==> src/rtl/int_request_ctrl_pkg.sv <==
// Shared definitions for the interrupt request controller.
//   INT_W          width of the CPU interrupt bus and of the cause word
//   CAUSE_IDX_*    location of the source index within the cause word
//   cause_to_idx   extracts the source index from a cause word
//   lowest_set     isolates the lowest set bit (the CPU's priority rule)
package int_pkg;

   localparam int unsigned INT_W         = 32;
   localparam int unsigned CAUSE_IDX_LSB = 2;
   localparam int unsigned CAUSE_IDX_MSB = 6;
   localparam int unsigned IDX_W         = CAUSE_IDX_MSB - CAUSE_IDX_LSB + 1;

   function automatic logic [IDX_W-1:0] cause_to_idx(input logic [INT_W-1:0] cause);
      return cause[CAUSE_IDX_MSB:CAUSE_IDX_LSB];
   endfunction

   function automatic logic [INT_W-1:0] lowest_set(input logic [INT_W-1:0] x);
      return x & (~x + INT_W'(1));
   endfunction

endpackage

==> src/rtl/int_request_ctrl_if.sv <==
// CPU-side interrupt bus between the CPU and int_request_ctrl.
//   ack_valid  CPU -> ctrl  one-cycle acknowledge pulse
//   ack_cause  CPU -> ctrl  cause word, index in bits [6:2]
//   eret       CPU -> ctrl  one-cycle return-from-handler pulse
//   INT32      ctrl -> CPU  registered pending requests
//   ack_err    ctrl -> CPU  one-cycle malformed-acknowledge pulse
interface int_request_ctrl_if;
   import int_pkg::*;

   logic             ack_valid;
   logic [INT_W-1:0] ack_cause;
   logic             eret;
   logic [INT_W-1:0] INT32;
   logic             ack_err;

   modport master (output ack_valid, ack_cause, eret, input INT32, ack_err);
   modport slave  (input ack_valid, ack_cause, eret, output INT32, ack_err);

endinterface

==> src/rtl/int_request_ctrl_sync.sv <==
// irq_sync: SYNC_STAGES-deep single-bit synchroniser plus rising-edge detector.
//   clk, rst_n  clock and async active-low reset
//   d           asynchronous raw request
//   s           synchronised level
//   edge_det    high for one cycle after s rises (reset history is 0)
module irq_sync #(
   parameter int unsigned SYNC_STAGES = 2
) (
   input  logic clk,
   input  logic rst_n,
   input  logic d,
   output logic s,
   output logic edge_det
);

   logic [SYNC_STAGES-1:0] ff;
   logic                   s_d;

   always_ff @(posedge clk or negedge rst_n) begin
      if (!rst_n) begin
         ff  <= '0;
         s_d <= 1'b0;
      end else begin
         ff  <= {ff[SYNC_STAGES-2:0], d};
         s_d <= ff[SYNC_STAGES-1];
      end
   end

   assign s        = ff[SYNC_STAGES-1];
   assign edge_det = s & ~s_d;

endmodule

==> src/rtl/int_request_ctrl.sv <==
// int_request_ctrl: device-side interrupt request controller.
//   clk, rst_n  clock and async active-low reset
//   irq_raw     asynchronous device requests
//   edge_mode   per source: 1 = rising-edge, 0 = level triggered
//   ovr_clr     write-1-to-clear for overrun
//   cpu         CPU interrupt bus (ack, eret, INT32, ack_err)
//   inservice   sources currently being serviced
//   overrun     sticky: edge arrived while already pending
module int_request_ctrl
   import int_pkg::*;
#(
   parameter int unsigned NSRC        = 32,
   parameter int unsigned SYNC_STAGES = 2
) (
   input  logic                 clk,
   input  logic                 rst_n,
   input  logic [NSRC-1:0]      irq_raw,
   input  logic [NSRC-1:0]      edge_mode,
   input  logic [NSRC-1:0]      ovr_clr,
   int_request_ctrl_if.slave    cpu,
   output logic [NSRC-1:0]      inservice,
   output logic [NSRC-1:0]      overrun
);

   logic [NSRC-1:0]  s_vec;
   logic [NSRC-1:0]  edges;
   logic [NSRC-1:0]  pending;
   logic [NSRC-1:0]  ack_hot;
   logic [NSRC-1:0]  pend_nxt;
   logic [NSRC-1:0]  ovr_nxt;
   logic [NSRC-1:0]  isv_nxt;
   logic [INT_W-1:0] isv_after_eret;
   logic [IDX_W-1:0] ack_idx;
   logic             ack_ok;
   logic             ack_err_nxt;

   for (genvar i = 0; i < NSRC; i++) begin : g_sync
      irq_sync #(.SYNC_STAGES(SYNC_STAGES)) u_sync (
         .clk      (clk),
         .rst_n    (rst_n),
         .d        (irq_raw[i]),
         .s        (s_vec[i]),
         .edge_det (edges[i])
      );
   end

   always_comb begin
      ack_idx     = cause_to_idx(cpu.ack_cause);
      ack_ok      = cpu.ack_valid
                    && (cpu.ack_cause[CAUSE_IDX_LSB-1:0] == '0)
                    && (cpu.ack_cause[INT_W-1:CAUSE_IDX_MSB+1] == '0)
                    && (INT_W'(ack_idx) < NSRC);
      ack_err_nxt = cpu.ack_valid && !ack_ok;
      ack_hot     = ack_ok ? NSRC'(INT_W'(1) << ack_idx) : '0;

      // Edge sources: set beats ack-clear. Level sources simply follow s.
      pend_nxt = (edge_mode & (edges | (pending & ~ack_hot))) | (~edge_mode & s_vec);
      // New overrun event beats the clear.
      ovr_nxt  = (edge_mode & edges & pending) | (overrun & ~ovr_clr);

      // ERET retires the lowest index first, then a same-cycle ack re-enters.
      isv_after_eret = INT_W'(inservice);
      if (cpu.eret) begin
         isv_after_eret = isv_after_eret & ~lowest_set(isv_after_eret);
      end
      isv_nxt = isv_after_eret[NSRC-1:0] | ack_hot;
   end

   always_ff @(posedge clk or negedge rst_n) begin
      if (!rst_n) begin
         pending     <= '0;
         inservice   <= '0;
         overrun     <= '0;
         cpu.ack_err <= 1'b0;
      end else begin
         pending     <= pend_nxt;
         inservice   <= isv_nxt;
         overrun     <= ovr_nxt;
         cpu.ack_err <= ack_err_nxt;
      end
   end

   assign cpu.INT32 = INT_W'(pending);

endmodule
==> src/flat_wrapper.sv <==
// flat-port wrapper written by rule: the top's interface ports become plain ports
module int_request_ctrl_flat import int_pkg::*;
#(
   parameter int unsigned NSRC        = 32,
   parameter int unsigned SYNC_STAGES = 2
)
  (clk, rst_n, irq_raw, edge_mode, ovr_clr, inservice, overrun, cpu_ack_valid, cpu_ack_cause, cpu_eret, cpu_INT32, cpu_ack_err);
  int_request_ctrl_if cpu_i ();
  input  logic clk;
  input  logic rst_n;
  input  logic [NSRC-1:0] irq_raw;
  input  logic [NSRC-1:0] edge_mode;
  input  logic [NSRC-1:0] ovr_clr;
  output logic [NSRC-1:0] inservice;
  output logic [NSRC-1:0] overrun;
  input wire logic [$bits(cpu_i.ack_valid)-1:0] cpu_ack_valid;
  input wire logic [$bits(cpu_i.ack_cause)-1:0] cpu_ack_cause;
  input wire logic [$bits(cpu_i.eret)-1:0] cpu_eret;
  output wire logic [$bits(cpu_i.INT32)-1:0] cpu_INT32;
  output wire logic [$bits(cpu_i.ack_err)-1:0] cpu_ack_err;
  assign cpu_i.ack_valid = cpu_ack_valid;
  assign cpu_i.ack_cause = cpu_ack_cause;
  assign cpu_i.eret = cpu_eret;
  assign cpu_INT32 = cpu_i.INT32;
  assign cpu_ack_err = cpu_i.ack_err;
  int_request_ctrl #(.NSRC(NSRC), .SYNC_STAGES(SYNC_STAGES)) u_core (.clk(clk), .rst_n(rst_n), .irq_raw(irq_raw), .edge_mode(edge_mode), .ovr_clr(ovr_clr), .cpu(cpu_i), .inservice(inservice), .overrun(overrun));
endmodule
==> config.mk <==
export PLATFORM = sky130hd
export DESIGN_NAME = int_request_ctrl_flat
export DESIGN_NICKNAME = d
export VERILOG_FILES = /design/src/rtl/int_request_ctrl_pkg.sv /design/src/rtl/int_request_ctrl_if.sv /design/src/rtl/int_request_ctrl_sync.sv /design/src/rtl/int_request_ctrl.sv /design/src/flat_wrapper.sv
export SDC_FILE = /design/constraint.sdc
export NUM_CORES = 1
export LEC_CHECK = 0
export BUFFER_PORTS_ARGS = -buffer_cell sky130_fd_sc_hd__buf_2
export CORE_ASPECT_RATIO = 1.1
export CORE_UTILIZATION = 35
export CTS_BUF_LIST = sky130_fd_sc_hd__clkbuf_8
export DETAILED_ROUTE_END_ITERATION = 8
export GPL_TIMING_DRIVEN = 0
export SYNTH_ARGS = -nofsm -noshare
export SYNTH_HDL_FRONTEND = slang
export SYNTH_SLANG_ARGS = --single-unit
==> constraint.sdc <==
create_clock -name clk -period 1.8 [get_ports clk]
set_input_delay 0.18 -clock clk [delete_from_list [all_inputs] [get_ports clk]]
set_output_delay 0.18 -clock clk [all_outputs]
set_load 0.05 [all_outputs]
======== Word-level counts from Yosys, hierarchy flattened ========
Cells that the tools add are included.
W data, S select, Z words.
cells by class
  shift-type cells ........................ 1
  bitwise gates (word level) .............. 81
  reductions and logical operators ........ 6
  mux-type cells .......................... 2
  add/sub/neg operators ................... 1
operator list
  kind                     count
  $and A32 B32 Y32         8
  $not A32 Y32             5
  $or A32 B32 Y32          4
  $mux W32                 2
  $add A32 B1 Y32 const B  1
  $and A1 B1 Y1            32
  $not A1 Y1               32
  $shl A1 B5 Y32 const A   1
  $logic_not A25 Y1        1
  $logic_and A1 B1 Y1      3
  $logic_not A2 Y1         1
  $logic_not A1 Y1         1
storage, ports and cells
  word-level logic and storage cells ...... 159
  output and inout bits ................... 97
  input port bits ......................... 132
  bits in registers ....................... 193

======== Logic depth before layout (Yosys ltp) ========
Gate-level depths: netlist of run 1.
  word-level depth ........................ 9
  depth in mapped cells ................... 6
  depth with buffers taken out ............ 4

======== Modules after synthesis ========
A second synthesis of run 1 with hierarchy kept.
unflattened totals
  cell total of the unflattened synthesis .. 575
  area total of the unflattened synthesis .. 7224.4 um^2
modules (own cells, without submodules)
  module            times used  cells each  area an instance (um^2)
  int_request_ctrl  1           447         4381.7
  irq_sync          32          4           88.8

======== Worst setup path before layout of run 1 ========
Ideal clock, no wire load.
  path kind ............................... reg2reg
  start point ............................. reg u_core.inservice[2]
  end point ............................... reg u_core.inservice[31]
  path slack .............................. -0.119 ns
  data required time ...................... 1.665 ns
  library setup time ...................... 0.135 ns
  cell stages (with the launch flop) ...... 5
  clock period less this slack ............ 1.919 ns
  arrival ................................. 1.784 ns
  cell sequence ........................... dfrtp_1 > nor4b_2 > nand4_1 > o41ai_1 > nand3_1
between the ends
  word-level cells in the longest chain between the ends .. 7
RTL lines
  what                          line                        RTL
  start, declared               int_request_ctrl.sv:21      output logic [NSRC-1:0] inservice,
  start signal, assigned        int_request_ctrl.sv:77      inservice <= isv_nxt;
  $not A32 Y32                  int_request_ctrl_pkg.sv:18  return x & (~x + INT_W'(1));
  $add A32 B1 Y32               int_request_ctrl_pkg.sv:18
  $and A32 B32 Y32              int_request_ctrl_pkg.sv:18
  $not A32 Y32                  int_request_ctrl.sv:64      isv_after_eret = isv_after_eret & ~lowest_set(isv_after_eret);
  $and A32 B32 Y32              int_request_ctrl.sv:64
  $mux W32                      int_request_ctrl.sv:63      if (cpu.eret) begin
  $or A32 B32 Y32               int_request_ctrl.sv:66      isv_nxt = isv_after_eret[NSRC-1:0] | ack_hot;
  named net u_core.isv_nxt[31]  int_request_ctrl.sv:31      logic [NSRC-1:0] isv_nxt;
The timed path passes the listed nets, and every way through them passes these cells.

======== Worst setup path in the final report of run 1 ========
  start point ............................. reg u_core.inservice[24]
  end point ............................... reg u_core.inservice[31]
The elaborated chain is that of the path after synthesis.

==> flow_metrics.env, run 1 <==
export IMPL_status="finished clean"
export IMPL_row_count=53
export IMPL_p_sw_uw=2460
export IMPL_cts_root_buffer_cell="clkbuf_8"
export IMPL_netlist_instances=512
export IMPL_fin_tns_setup_ns=0
export IMPL_dieHeight_um=149
export IMPL_grt_max_degree=101
export IMPL_fin_crit_sh=0.960
export IMPL_ios=229
export IMPL_rr_worst_depth=5
export IMPL_setup_viol=0
export IMPL_cap_violations=0
export IMPL_cts_buffers_inserted=17
export IMPL_rr_startpoint="u_core.inservice[24]$_DFF_PN0_"
export IMPL_syn_nets=644
export IMPL_fillCellCount=1697
export IMPL_hold_start="cpu_ack_cause[1]"
export IMPL_grt_pass1_wl_um=27200
export IMPL_leakagePower_uw=0.00489
export IMPL_cts_tree="built"
export IMPL_synth_top_area_frac=0.707
export IMPL_grt_use_total=0.179
export IMPL_ys_warn_count=0
export IMPL_synth_area_mm2=0.00683
export IMPL_synth_avg_cell_area_um2=13.3
export IMPL_clk_latency_ns=0.46
export IMPL_power_density_mw_per_mm2=884
export IMPL_routedWlPerCell_um=15.3
export IMPL_drive_gt1_frac=0.332
export IMPL_coreArea_mm2=0.0191
export IMPL_grt_pass1_vias=5393
export IMPL_critPathLaunchType="flop"
export IMPL_pwr_share_comb=0.137
export IMPL_vias_per_cell=4.75
export IMPL_grt_overflow=0
export IMPL_relSlewSlack=0.492
export IMPL_area_delta_synth_final_pct=46.9
export IMPL_rsz0062_at_grt="true"
export IMPL_drtIter0Drc=275
export IMPL_min_period_ns=1.73
export IMPL_hold_path_class="in -> reg"
export IMPL_place_hpwl_um=12000
export IMPL_hold_viol=0
export IMPL_placed_area_mm2=0.00834
export IMPL_cp_max_fo=7
export IMPL_path_clk_slew_ns=0.10
export IMPL_tightest_slew_ns=0.762
export IMPL_initial_core_util=0.358
export IMPL_synth_area_leaders="dfrtp_1 71%, a32o_1 4.7%, nand4b_1 4.2%"
export IMPL_critPathCaptureType="flop"
export IMPL_skew_ns=0.0124
export IMPL_yosys_register_bits=193
export IMPL_antenna_left=0
export IMPL_die_w_um=135
export IMPL_cp_data_arrival_time_ns=2.06
export IMPL_seq_power_share=0.528
export IMPL_port_buffer_count=228
export IMPL_synth_top_area_cell="dfrtp_1"
export IMPL_worst_slack_ns=0.0724
export IMPL_intPower_uw=6410
export IMPL_ir_drop_uv=520
export IMPL_antenna_found_initial=2
export IMPL_rr_endpoint="u_core.inservice[31]$_DFF_PN0_"
export IMPL_num_vias=5408
export IMPL_cts_sinks=193
export IMPL_die_area_mm2=0.0201
export IMPL_power_frac_clock=0.335
export IMPL_clock_path_buffers=2
export IMPL_yosysUniqueCellTypes=30
export IMPL_design_area_mm2=0.0100
export IMPL_drc=0
export IMPL_critPathKind="reg -> reg"
export IMPL_wl_um=17400
export IMPL_max_freq_ghz=0.579
export IMPL_h_tree_depth=4
export IMPL_crit_start="u_core.inservice[24]$_DFF_PN0_"
export IMPL_slew_viol_final=0
export IMPL_place_worst_setup_slack_ns=-0.412
export IMPL_switching_share=0.277
export IMPL_r2r_slack_ns=0.07
export IMPL_gp_congestion=0.771
export IMPL_crit_path_end="u_core.inservice[31]$_DFF_PN0_"
export IMPL_ys_seq_area_frac=0.707
export IMPL_final_nets=1008
export IMPL_cp_data_required_time_ns=2.13
export IMPL_first_pass_iters=4
[worst min path at each step]
stage | end | cells past startpoint
floorplan | u_core.cpu.INT32[0]$_DFF_PN0_ | 0
detailed placement | u_core.g_sync[0].u_sync.ff[0]$_DFF_PN0_ | 1
CTS | u_core.inservice[10]$_DFF_PN0_ | 5
global placement | u_core.g_sync[27].u_sync.ff[0]$_DFF_PN0_ | 1
global route | u_core.inservice[10]$_DFF_PN0_ | 4
finish | u_core.inservice[10]$_DFF_PN0_ | 5
[power groups by stage]
stage	Combinational [uW]	Sequential (uW)	Clock, uW
detailed placement	1020	4770	0
finish	1210	4680	2970
CTS	1210	4680	3080
global placement	998	4760	0
floorplan	170	5160	0
global route	1300	4720	3240
[flip-flops by register name (all words and copies together), names as in the netlist]
signal and count:
u_core.cpu.INT32 32, u_core.g_sync.u_sync.s_d 32, u_core.overrun 32, u_core.g_sync.u_sync.ff 64, u_core.inservice 32, u_core.cpu.ack_err 1
[cells by family (layout without fill, tap and decap cells)]
group | Yosys count | after routing | share of synthesized area
other cells | 0 | 2 | 0
compound gates | 93 | 93 | 0.100
buf+inv | 40 | 417 | 0.0233
simple gates | 186 | 186 | 0.169
flops | 193 | 193 | 0.707
[area by class of cell]
| cell class | count | area (um2) | share of cell area |
|---|---|---|---|
| timing repair buffer | 345 | 2320 | 0.232 |
| clock buffer | 17 | 234 | 0.0233 |
| tap | 247 | 309 | 0.0308 |
| inverter | 34 | 128 | 0.0127 |
| multi-input combinational | 279 | 1970 | 0.196 |
| buffer | 6 | 41.3 | 0.00412 |
| sequential | 193 | 4840 | 0.482 |
| clock inverter | 15 | 183 | 0.0182 |
| antenna | 2 | 5.00 | 0.000499 |
[worst max-delay path, stage by stage, from the launching register on]
cell,delay (ns)
dfrtp_1,0.44
nor4_2,0.42
nand4_1,0.14
buf_4,0.21
o41ai_4,0.28
nand3_1,0.11
[per-stage QoR]
| stage | instances | total power, uW | hold slack, ns | util |
|---|---|---|---|---|
| CTS | 1134 | 8980 | 0.189 | 0.521 |
| detailed placement | 988 | 5780 | 0.266 | 0.437 |
| finish | 1138 | 8870 | 0.211 | 0.525 |
| floorplan | 512 | 5330 | -0.116 | - |
| global route | 1136 | 9250 | 0.237 | 0.525 |
| global placement | 987 | 5760 | 0.288 | 0.435 |
[cell usage after synthesis]
cell type  count
nor4_1         3
a32o_1        32
nor4_4         3
nand3_1        3
o21ai_0       42
nor3_1         3
nor2_1         3
or3_1         30
nand4b_1      33
nand2b_1       4
or4_1          3
buf_6          1
a21boi_0       1
o41ai_1        8
nor4_2         3
inv_1         34
a21bo_2        1
and4_1         2
buf_2          1
nand2_1       71
or2_2          2
and3_1         2
o31ai_1        9
nor3b_1        3
and3b_1        3
nor4b_2        2
or3b_1         1
clkbuf_1       4
nand4_1       12
dfrtp_1      193
[placed cells by master (no fill, tap or decap), types with 7 or more instances in the layout]
cell           count
buf_2            228
dlygate4sd3_1    110
or3_1             30
o21ai_0           42
nand2_1           71
a32o_1            32
dfrtp_1          186
dfrtp_2            7
inv_1             36
nand4b_1          33
clkbuf_8          18
o31ai_1            8
nand4_1           12
[what timing repair did]
item                                    4_1_cts  5_1_grt
endpoints found under the setup margin       22        9
cloned                                        1        0
buffers inserted                              3        2
pin swaps                                     4       12
gates resized for setup                      12        7
endpoints found under the hold margin       198        0
hold buffers                                110        0
[metal layers]
metal  vias up  part of all wire  track usage
met5         -           0.00063            0
met4         2             0.011       0.0618
met3        12             0.068       0.0549
met2       142              0.49        0.290
met1      2635              0.43        0.226
li1       2617                 -            -
(Power assumes the default switching activity.)
==> run 2: changes to the inputs <==
==> constraint.sdc (replaced) <==
create_clock -name clk -period 1.8 [get_ports clk]
set_input_delay 0.18 -clock clk [delete_from_list [all_inputs] [get_ports clk]]
set_output_delay 0.18 -clock clk [all_outputs]
set_load 0.01 [all_outputs]
==> run 2 against run 1 <==
Die area is the same. Setup slack lost 0.046 ns. Design area shrank 0.44%. Hold slack gained 0.033 ns. Wire length grew 0.68%. Critical path type unchanged. Sequential power is essentially flat.
==> flow_metrics.env, run 2 (synthesized netlist as in run 1, its figures left out) <==
export IMPL_slew_viol_final=0
export IMPL_die_w_um=135
export IMPL_grt_pass1_wl_um=27700
export IMPL_power_uw=8480
export IMPL_cts_root_buffer_cell="clkbuf_8"
export IMPL_slowest_stage="dfrtp_2"
export IMPL_crit_start="u_core.inservice[8]$_DFF_PN0_"
export IMPL_leakagePower_uw=0.00489
export IMPL_antenna_left=0
export IMPL_port_buffer_count=228
export IMPL_first_pass_iters=4
export IMPL_area_delta_synth_final_pct=46.2
export IMPL_ir_drop_uv=468
export IMPL_drive_gt1_frac=0.330
export IMPL_num_vias=5376
export IMPL_rr_startpoint="u_core.inservice[8]$_DFF_PN0_"
export IMPL_grt_pass1_vias=5483
export IMPL_h_tree_depth=4
export IMPL_wl_um=17500
export IMPL_cap_violations=0
export IMPL_die_area_mm2=0.0201
export IMPL_critPathMaxStageDelay_ns=0.45
export IMPL_regMostFlops="u_core.g_sync.u_sync.ff"
export IMPL_instances_no_fill=1138
export IMPL_worst_slack_ns=0.0259
export IMPL_cp_max_fo=8
export IMPL_cp_cell_sequence="nor4_4, nand4_1, clkbuf_8, buf_4, o31ai_4, nand2_1"
export IMPL_largest_register_ffs=64
export IMPL_crit_family="simple AND/OR/NAND/NOR gates"
export IMPL_critPathLaunchType="flop"
export IMPL_place_hpwl_um=12200
export IMPL_relSlewSlack=0.480
export IMPL_status="finished clean"
export IMPL_hold_start="cpu_ack_cause[1]"
export IMPL_gp_congestion=0.778
export IMPL_coreArea_mm2=0.0191
export IMPL_fin_crit_sh=0.986
export IMPL_cts_buffers_inserted=17
export IMPL_min_period_ns=1.77
export IMPL_drtIter0Drc=223
export IMPL_crit_buf_inv=2
export IMPL_grt_overflow=0
export IMPL_fillCellCount=1676
export IMPL_grt_max_degree=106
export IMPL_critPathKind="reg -> reg"
export IMPL_place_worst_setup_slack_ns=-0.399
export IMPL_grt_use_total=0.182
export IMPL_hold_path_class="in -> reg"
export IMPL_critPathCaptureType="flop"
export IMPL_ios=229
export IMPL_cp_data_required_time_ns=2.13
export IMPL_cts_tree="built"
export IMPL_path_clk_slew_ns=0.10
export IMPL_final_common_cell="buf_2"
export IMPL_antenna_found_initial=5
export IMPL_initial_core_util=0.358
export IMPL_cp_data_arrival_time_ns=2.11
export IMPL_row_count=53
export IMPL_cts_sinks=193
export IMPL_clk_latency_ns=0.45
export IMPL_design_area_mm2=0.00999
export IMPL_final_cell_mix="228 x buf_2, 190 x dfrtp_1, 106 x dlygate4sd3_1, 71 x nand2_1, 42 x o21ai_0"
export IMPL_final_nets=1007
export IMPL_setup_viol=0
export IMPL_placed_cells=988
export IMPL_fin_hold_ws_ns=0.244
export IMPL_skew_ns=0.0110
export IMPL_dieHeight_um=149
export IMPL_routedWlPerCell_um=15.4
export IMPL_rsz0062_at_grt="true"
export IMPL_drc=0
export IMPL_power_density_mw_per_mm2=849
export IMPL_placed_area_mm2=0.00832
export IMPL_vias_per_cell=4.72
export IMPL_max_freq_ghz=0.564
export IMPL_tightest_slew_ns=0.780
export IMPL_clock_path_buffers=2
export IMPL_hold_viol=0
-- run 2: cell types whose count changed in the layout (fill, tap and decap cells not counted), moves of 2 or more --
cell / previous run / this run
dfrtp_1: 186 / 190
dlygate4sd3_1: 110 / 106
buf_4: 6 / 9
o41ai_2: 1 / 3
clkbuf_8: 18 / 20
dfrtp_2: 7 / 3
o41ai_4: 3 / 0
clkinvlp_4: 4 / 1
diode_2: 2 / 4
-- run 2: power breakdown --
part           internal [uW]  switching [uW]  leakage [uW]
clock                   1450            1510      0.000217
combinational            454             385       0.00231
sequential              4560             126       0.00237
total                   6460            2020       0.00489
-- run 2: path summary, 6_finish.rpt --
kind | endpoint | slack, ns | cells after the start
setup / recovery | u_core.inservice[22]$_DFF_PN0_ | 0.03 | 6
hold / removal | u_core.inservice[13]$_DFF_PN0_ | 0.24 | 5
setup reg to reg | u_core.inservice[22]$_DFF_PN0_ | 0.03 | 6
hold reg to reg | u_core.g_sync[30].u_sync.ff[1]$_DFF_PN0_ | 0.35 | 0
max in group asynchronous | u_core.inservice[15]$_DFF_PN0_ | 0.54 | 3
min in group asynchronous | u_core.g_sync[0].u_sync.ff[0]$_DFF_PN0_ | 0.34 | 2
-- run 2: worst min-delay path: stages --
cell	delay [ns]
buf_2	0.10
nor4_4	0.06
nand4_1	0.11
or3_1	0.15
nand2_1	0.05
-- run 2: routing by layer --
| layer | track usage | share of wire |
|---|---|---|
| met1 | 0.219 | 0.41 |
| met2 | 0.303 | 0.50 |
| met3 | 0.0634 | 0.064 |
| met4 | 0.0590 | 0.019 |
| met5 | 0 | 0 |
-- run 2: stage by stage --
stage / TNS (ns) / utilization
finish: 0 / 0.523
global route: -0.247 / 0.523
CTS: 0 / 0.519
detailed placement: -11.19 / 0.436
global placement: -522.57 / 0.434
floorplan: 0 / -
-- run 2: timing repair --
action	CTS	global route
gates resized for setup	13	7
hold buffers	105	1
pin swaps	4	8
setup buffers	7	2
endpoints found under the setup margin	23	12
hold endpoints to repair	202	1
-- run 2: layout make-up --
class | instances | area [um2] | share of cell area
Inverter | 34 | 128 | 0.0128
Clock inverter | 12 | 156 | 0.0157
Tap cell | 247 | 309 | 0.0309
Sequential cell | 193 | 4830 | 0.484
Timing Repair Buffer | 344 | 2310 | 0.231
Clock buffer | 19 | 262 | 0.0262
Buffer | 6 | 41.3 | 0.00413
Multi-Input combinational cell | 279 | 1940 | 0.195
Antenna cell | 4 | 10.0 | 0.00100
